File: src/rtl/ula_inv.sv
// Inverse ALU: subtract in one cycle, restoring unsigned divide at one
// quotient bit per clock, behind a start/busy/done handshake.
module ula_inv #(
    parameter int WIDTH = 16
) (
    input  logic             clk,
    input  logic             rst,
    input  logic             start,
    input  logic             h,
    input  logic [WIDTH-1:0] e0,
    input  logic [WIDTH-1:0] e1,
    output logic [WIDTH-1:0] s,
    output logic [WIDTH-1:0] r,
    output logic             div_zero,
    output logic             busy,
    output logic             done
);

    localparam int CW = $clog2(WIDTH + 1);

    typedef enum logic {
        IDLE,
        DIV
    } state_e;

    state_e           state_q, state_d;
    logic [WIDTH-1:0] q_q, q_d;
    logic [WIDTH-1:0] dvs_q, dvs_d;
    logic [WIDTH:0]   rem_q, rem_d;
    logic [CW-1:0]    cnt_q, cnt_d;
    logic [WIDTH-1:0] s_q, s_d;
    logic [WIDTH-1:0] r_q, r_d;
    logic             dz_q, dz_d;
    logic             busy_q, busy_d;
    logic             done_q, done_d;

    logic [WIDTH+1:0] rem_sh;
    logic [WIDTH+1:0] dvs_ext;
    logic             ge;
    logic [WIDTH:0]   rem_nx;
    logic [WIDTH-1:0] q_nx;

    // One restoring step: shift in the next dividend bit, subtract if it fits.
    always_comb begin
        rem_sh  = {rem_q, q_q[WIDTH-1]};
        dvs_ext = {2'b00, dvs_q};
        ge      = (rem_sh >= dvs_ext);
        rem_nx  = (WIDTH+1)'(ge ? (rem_sh - dvs_ext) : rem_sh);
        q_nx    = {q_q[WIDTH-2:0], ge};
    end

    always_comb begin
        state_d = state_q;
        q_d     = q_q;
        dvs_d   = dvs_q;
        rem_d   = rem_q;
        cnt_d   = cnt_q;
        s_d     = s_q;
        r_d     = r_q;
        dz_d    = dz_q;
        busy_d  = busy_q;
        done_d  = 1'b0;
        unique case (state_q)
            IDLE: begin
                if (start) begin
                    if (!h) begin
                        s_d    = e0 - e1;
                        r_d    = '0;
                        dz_d   = 1'b0;
                        done_d = 1'b1;
                    end else if (e1 == '0) begin
                        s_d    = '1;
                        r_d    = e0;
                        dz_d   = 1'b1;
                        done_d = 1'b1;
                    end else begin
                        q_d     = e0;
                        dvs_d   = e1;
                        rem_d   = '0;
                        cnt_d   = CW'(WIDTH);
                        busy_d  = 1'b1;
                        dz_d    = 1'b0;
                        state_d = DIV;
                    end
                end
            end
            DIV: begin
                q_d   = q_nx;
                rem_d = rem_nx;
                cnt_d = cnt_q - CW'(1);
                if (cnt_q == CW'(1)) begin
                    s_d     = q_nx;
                    r_d     = WIDTH'(rem_nx);
                    done_d  = 1'b1;
                    busy_d  = 1'b0;
                    state_d = IDLE;
                end
            end
            default: state_d = IDLE;
        endcase
    end

    always_ff @(posedge clk) begin
        if (rst) begin
            state_q <= IDLE;
            q_q     <= '0;
            dvs_q   <= '0;
            rem_q   <= '0;
            cnt_q   <= '0;
            s_q     <= '0;
            r_q     <= '0;
            dz_q    <= 1'b0;
            busy_q  <= 1'b0;
            done_q  <= 1'b0;
        end else begin
            state_q <= state_d;
            q_q     <= q_d;
            dvs_q   <= dvs_d;
            rem_q   <= rem_d;
            cnt_q   <= cnt_d;
            s_q     <= s_d;
            r_q     <= r_d;
            dz_q    <= dz_d;
            busy_q  <= busy_d;
            done_q  <= done_d;
        end
    end

    assign s        = s_q;
    assign r        = r_q;
    assign div_zero = dz_q;
    assign busy     = busy_q;
    assign done     = done_q;

endmodule

File: config.mk
export PLATFORM = sky130hd
export DESIGN_NAME = ula_inv
export DESIGN_NICKNAME = d
export VERILOG_FILES = /design/src/rtl/ula_inv.sv
export SDC_FILE = /design/constraint.sdc
export NUM_CORES = 1
export LEC_CHECK = 0
export BUFFER_PORTS_ARGS = -buffer_cell sky130_fd_sc_hd__buf_2
export CAP_MARGIN = 20
export CELL_PAD_IN_SITES_DETAIL_PLACEMENT = 0
export CELL_PAD_IN_SITES_GLOBAL_PLACEMENT = 1
export CORE_AREA = 2 2 108 130
export DETAILED_ROUTE_END_ITERATION = 6
export DIE_AREA = 0 0 110 132
export GPL_TIMING_DRIVEN = 0
export PLACE_DENSITY_LB_ADDON = 0.1
export SLEW_MARGIN = 10
export SYNTH_ARGS = -nofsm -noshare
export SYNTH_HDL_FRONTEND = slang
export SYNTH_SLANG_ARGS = --single-unit
File: constraint.sdc
create_clock -name clk -period 9 [get_ports clk]
set_input_delay 1.35 -clock clk [delete_from_list [all_inputs] [get_ports clk]]
set_output_delay 1.35 -clock clk [all_outputs]
set_load 0.02 [all_outputs]
==> flow_metrics.tcl, run 1 <==
set metrics [dict create \
    synthesis.area_mm2 0.00584 \
    wire_length_of_the_first_global_routing_pass_mm 33.0 \
    cp_capture_type "register" \
    synth_area_leader_cell "dfxtp_1" \
    maxUsedRoutingLayer "met4" \
    std_cell_rows 46 \
    detailedRoute.firstPassIterationCount 5 \
    clock_sinks 90 \
    clock_tree.htree_level_count 3 \
    post-place-cells 984 \
    clock_share_of_power_pct 18.9 \
    numCtsBuffers 9 \
    crit_path_cell_trace "buf_2 > inv_1 > ha_1 > inv_1 > fa_1 > a211o_1 > a2111oi_0 > o21ai_0 > a311oi_1 > xor2_1 > a2111oi_0" \
    cellLeakagePower_uw 0.00276 \
    min_path_type "register to register" \
    comb_power_share_pct 56.9 \
    tritoncts "built" \
    finish.net_count 898 \
    critPathBufInv 3 \
    worst_slew_margin_rel_pct 29.9 \
    wl_met1_mm 8.86 \
    swShare_pct 49.1 \
    drt-wirelength-per-cell_um 21.3 \
    area_growth_pct 14.9 \
    route.vias.total 6097 \
    seq_power_share_pct 24.2 \
    routed_wl_mm 21.3 \
    power-per-cell-area_mw_per_mm2 304 \
    synth.yosys.warnings 0 \
    worst_path_dominant_cell_family "compound AO/OA/AOI/OAI gates" \
    synth_largest_type_area_fraction_pct 30.8 \
    cts_hold_buffers 0 \
    num-fill-cells 1345 \
    synthesis.nets 816 \
    syn-mean-instance-area_um2 7.84 \
    max-cap-violations 0 \
    wl_met3_mm 1.34 \
    top_level_ports 71 \
    portion_of_the_post_synthesis_area_used_by_sequential_elements_pct 30.8 \
    fin_hold_ws_ns 0.455 \
    initial_utilization_pct 44.3 \
    setup.worst_path.start_class "input port" \
    synth-seq-cells 90 \
    slowest_stage "a2111oi_0" \
    core-area_mm2 0.0132 \
    gp_weighted_congestion 0.903 \
    finalSetupViolations 0 \
    synth_enable_flop_cells 0 \
    slew_violations 0 \
    power.ir.vdd_worst_uv 201 \
    cts_resized 0 \
    place.port_buffers 70 \
    die_x_um 110 \
    dr.first_iter.drc_count 517 \
    number_of_antenna_violations_at_the_first_check_in_global_routing 0 \
    synthesis.instances 745 \
    async_set_reset_flop_share_out_of_synthesis_pct 0 \
    critical_path_peak_fanout 3 \
    synth.distinct_cells 72 \
    synth.area.top_cells "dfxtp_1 (31%), ha_1 (7.1%), a21oi_1 (6.0%)" \
    tightestPinTransition_ns 1.03 \
    worst_ep_required_time_ns 9.22 \
    final_period_minus_worst_setup_slack_ns 4.52 \
    grt_start_max_net_pins 16 \
    fin_worst_skew_ns 0.00487 \
    timing.final.hold_violations 0 \
    grt_overflow_total 0 \
    post-dp-hpwl_mm 16.9 \
    grt_setup_unrepaired "no" \
    power_report.internal_total_uw 1040 \
    net-switching-power_uw 1000 \
    drt-vias-per-instance 6.10 \
    clkLatencyLatePin_ns 0.35 \
    finalCritPeriodShare_pct 50.2 \
    clock_tree.root_cell "clkbuf_16" \
    max_stage_delay_ns 0.88 \
    clkSlewWorstSetupHoldPaths_ns 0.07 \
    drive_gt1_share_pct 13.6 \
    setup_total_negative_slack_ns 0 \
    max_freq_mhz 221 \
    stdcell_count 1000 \
    number_of_design_rule_violations_left_after_detail_routing 0 \
    fp.dieArea_mm2 0.0145 \
    crit_arrival_ns 4.74 \
    ys.flop_type "dfxtp_1" \
    outcome "completed" \
    via_count_of_the_first_global_routing_pass 5898 \
    dr_wl_met2_mm 10.5 \
    critical_path_class "input port to register" \
    cts_buffer_depth 2 \
    post_cts_buffers 0 \
    ant_nets 0 \
    dieHeight_um 132 \
    globalRouteTotalUtil_pct 29.6 \
    antenna-diode-count 0 \
]
[layer usage]
metal,vias to the layer above,track usage (%)
met5,-,0
met4,0,11.8
met3,50,3.81
met2,232,49.3
met1,2853,38.1
li1,2962,-
[cells by family after synthesis]
family	synth area share [%]
AO/OA/AOI/OAI	30.9
buffers and inverters	6.08
multiplexers	1.05
adder cells (fa/ha/maj)	7.75
flip-flops	30.8
AND/OR/NAND/NOR	20.4
XOR/XNOR	3.00
[cell usage in the layout, fill, tap and decap left out, types with 5 or more instances in the layout]
master,n
nand2b_1,8
nand3_1,20
nor2b_1,9
nor4_1,8
o311ai_0,10
or4_1,6
o221ai_1,10
nor3_1,19
o2111ai_1,6
a222oi_1,15
xor2_1,8
a211oi_1,12
a31oi_1,6
a21oi_1,70
xnor2_1,12
o21a_1,8
mux2i_1,5
nand2_1,92
and2_1,6
nor2_1,52
clkbuf_1,35
clkbuf_16,9
and3_1,14
ha_1,33
dfxtp_1,90
o21ai_0,33
a311oi_1,5
a21o_1,13
buf_2,75
inv_1,41
o211ai_1,20
[registers in the layout, summed over array words and instances, names as in the netlist]
signal	flops
busy	1
cnt_q	5
div_zero	1
done	1
dvs_q	16
q_q	16
r	16
rem_q	17
s	16
state_q	1
[cell usage after synthesis (12+ instances only)]
master	count
xnor2_1	12
inv_1	41
nor2_1	52
dfxtp_1	90
ha_1	33
a211oi_1	12
a222oi_1	15
o211ai_1	20
nand3_1	20
nor3_1	19
o21ai_0	33
a21o_1	13
clkbuf_1	34
nand2_1	92
a21oi_1	70
and3_1	14
[layout make-up]
cell class | instances | area, µm² | share of cell area (%)
buffer | 46 | 201 | 3.00
clock buffer | 10 | 229 | 3.41
clock inverter | 6 | 67.6 | 1.01
inverter | 41 | 154 | 2.29
multi-input combinational | 568 | 3690 | 54.9
sequential | 90 | 1800 | 26.8
tap | 168 | 210 | 3.13
timing repair buffer | 71 | 362 | 5.39
[worst register-to-register path: stages (launching register included)]
cell      delay [ns]
dfxtp_1         0.35
inv_1           0.07
ha_1            0.27
buf_2           0.18
nand4_1         0.21
nor4_1          0.38
nand3_1         0.26
a31oi_1         0.61
clkbuf_1        0.46
o21ai_0         0.22
a21oi_1         0.17
[power groups by stage]
stage	logic, µW	registers [µW]	clock network (µW)
6_report	1160	493	387
5_1_grt	1250	498	407
4_1_cts	1140	492	388
3_5_place_dp	1130	500	0
3_3_place_gp	1120	499	0
2_1_floorplan	789	504	0
[through the flow]
| step | area [µm²] | util (%) | setup slack, ns | total power, µW |
|---|---|---|---|---|
| 6_report | 6710 | 50.9 | 4.48 | 2040 |
| 5_1_grt | 6710 | 50.9 | 4.23 | 2150 |
| 4_1_cts | 6710 | 50.9 | 4.53 | 2020 |
| 3_5_place_dp | 6420 | 48.7 | 4.19 | 1630 |
| 3_3_place_gp | 6400 | 48.6 | 4.18 | 1620 |
| 2_1_floorplan | 5840 | - | 5.09 | 1290 |
[final timing paths]
path / start / end / slack (ns) / cells past startpoint
hold reg to reg: s[3]$_SDFFE_PP0P_ / s[3]$_SDFFE_PP0P_ / 0.45 / 2
hold / removal: s[3]$_SDFFE_PP0P_ / s[3]$_SDFFE_PP0P_ / 0.45 / 2
setup / recovery: e0[0] / s[14]$_SDFFE_PP0P_ / 4.48 / 11
setup reg to reg: dvs_q[9]$_SDFFE_PP0P_ / q_q[0]$_SDFFE_PP0P_ / 5.77 / 10
Note: power is estimated with default switching activity, not from simulation.
==> inputs of run 2 (changes only) <==
--- a/config.mk
+++ b/config.mk
@@ -9,9 +9,9 @@
 export CAP_MARGIN = 20
 export CELL_PAD_IN_SITES_DETAIL_PLACEMENT = 0
 export CELL_PAD_IN_SITES_GLOBAL_PLACEMENT = 1
-export CORE_AREA = 2 2 108 130
+export CORE_AREA = 2 2 109 132
 export DETAILED_ROUTE_END_ITERATION = 6
-export DIE_AREA = 0 0 110 132
+export DIE_AREA = 0 0 111 134
 export GPL_TIMING_DRIVEN = 0
 export PLACE_DENSITY_LB_ADDON = 0.1
 export SLEW_MARGIN = 10
==> constraint.sdc (replaced) <==
create_clock -name clk -period 4.2 [get_ports clk]
set_input_delay 0.63 -clock clk [delete_from_list [all_inputs] [get_ports clk]]
set_output_delay 0.63 -clock clk [all_outputs]
set_load 0.02 [all_outputs]
==> run 2 against run 1 <==
Sequential power increased by 110%. First-iteration DRC count grew 3.5%. Highest routed layer unchanged. Clock skew increased by 0.0026 ns.
==> flow_metrics.tcl, run 2 (synthesis gave the netlist of run 1 again) <==
set metrics [dict create \
    finish.net_count 897 \
    gp_weighted_congestion 0.883 \
    power.ir.vdd_worst_uv 389 \
    grt_setup_unrepaired "no" \
    outcome "completed" \
    route.vias.total 6182 \
    detailedRoute.firstPassIterationCount 6 \
    maxUsedRoutingLayer "met4" \
    post-dp-hpwl_mm 16.9 \
    dr_wl_met2_mm 10.8 \
    mostFrequentLayoutCell "nand2_1" \
    core-area_mm2 0.0136 \
    tritoncts "built" \
    final_period_minus_worst_setup_slack_ns 3.79 \
    dieHeight_um 134 \
    die_x_um 111 \
    std_cell_rows 47 \
    critical_path_class "input port to register" \
    timing.final.ws_setup_ns 0.406 \
    setup_total_negative_slack_ns 0 \
    initial_utilization_pct 43.0 \
    setup.worst_path.start_class "input port" \
    wire_length_of_the_first_global_routing_pass_mm 33.1 \
    globalRouteTotalUtil_pct 28.5 \
    crit_arrival_ns 4.02 \
    critical_path_peak_fanout 3 \
    worst_ep_required_time_ns 4.43 \
    finalCritPeriodShare_pct 90.3 \
    regArea_mm2 0.00180 \
    power-per-cell-area_mw_per_mm2 649 \
    number_of_design_rule_violations_left_after_detail_routing 0 \
    fp.dieArea_mm2 0.0149 \
    clkLatencyLatePin_ns 0.35 \
    grt_start_max_net_pins 17 \
    fin_hold_ws_ns 0.452 \
    clock_sinks 90 \
    cellLeakagePower_uw 0.00275 \
    cp_capture_type "register" \
    area_growth_pct 14.5 \
    numCtsBuffers 9 \
    grt_overflow_total 0 \
    wl_met3_mm 1.21 \
    cts_buffer_depth 2 \
    cts_resized 0 \
    slew_violations 0 \
    clock_tree.root_cell "clkbuf_16" \
    dp_worst_setup_slack_ns -0.00907 \
    largest_register_ffs 17 \
    antenna-diode-count 0 \
    routed_wl_mm 21.5 \
    post_cts_buffers 0 \
    multi_input_comb_area_mm2 0.00369 \
    via_count_of_the_first_global_routing_pass 6050 \
    place.port_buffers 70 \
    min_path_type "register to register" \
    final_area_mm2 0.00669 \
    layout.cells.most_common_list "nand2_1 (92), dfxtp_1 (90), buf_2 (75)" \
    top_level_ports 71 \
    num-fill-cells 1401 \
    max-cap-violations 0 \
    dpl-instance-area_mm2 0.00641 \
    wl_met1_mm 8.94 \
    drive_gt1_share_pct 13.7 \
    max_flop_register "rem_q" \
    drt-vias-per-instance 6.17 \
    clock_tree.htree_level_count 3 \
    finalSetupViolations 0 \
    drt-wirelength-per-cell_um 21.5 \
    cts_hold_buffers 0 \
    timing.final.hold_violations 0 \
    max_freq_mhz 264 \
    fin_worst_skew_ns 0.00749 \
    number_of_antenna_violations_at_the_first_check_in_global_routing 0 \
    dr.first_iter.drc_count 535 \
    worst_slew_margin_rel_pct 30.6 \
    tightestPinTransition_ns 1.01 \
    clkSlewWorstSetupHoldPaths_ns 0.07 \
    total_power_uw 4340 \
    ant_nets 0 \
]
-- run 2: final timing paths --
kind | depth (start not counted) | end | start | slack [ns]
max | 11 | s[14]$_SDFFE_PP0P_ | e0[0] | 0.41
min | 2 | s[2]$_SDFFE_PP0P_ | s[2]$_SDFFE_PP0P_ | 0.45
max reg2reg | 10 | q_q[0]$_SDFFE_PP0P_ | dvs_q[9]$_SDFFE_PP0P_ | 0.98
min reg2reg | 2 | s[2]$_SDFFE_PP0P_ | s[2]$_SDFFE_PP0P_ | 0.45
-- run 2: where the power goes --
group / internal [µW] / leakage, µW / switching [µW]
logic: 802 / 0.00188 / 1700
registers: 960 / 0.000735 / 95.1
clock network: 406 / 0.000136 / 378
total: 2170 / 0.00275 / 2170
-- run 2: per-layer routing --
layer	track usage [%]	up-vias
met5	0	-
met4	10.0	0
met3	4.70	43
met2	51.5	226
met1	34.2	2957
li1	-	2956
-- run 2: per-stage QoR --
| stage | instances | util (%) |
|---|---|---|
| floorplan | 745 | - |
| global placement | 986 | 47.2 |
| detailed placement | 986 | 47.2 |
| CTS | 1002 | 49.3 |
| global route | 1002 | 49.3 |
| finish | 1002 | 49.3 |
-- run 2: critical path, cell delays in order --
cell	delay, ns
buf_2	0.13
inv_1	0.06
ha_1	0.20
inv_1	0.07
fa_1	0.42
a211o_1	0.30
a2111oi_0	0.88
o21ai_0	0.42
a311oi_1	0.40
xor2_1	0.11
a2111oi_0	0.41
-- run 2: final cells by class --
| type | count | share of cell area [%] |
|---|---|---|
| multi-input combinational | 568 | 55.2 |
| sequential | 90 | 26.9 |
| timing repair buffer | 70 | 5.23 |
| clock buffer | 9 | 3.37 |
| tap | 171 | 3.20 |
| buffer | 46 | 3.01 |
| inverter | 41 | 2.30 |
| clock inverter | 7 | 0.785 |
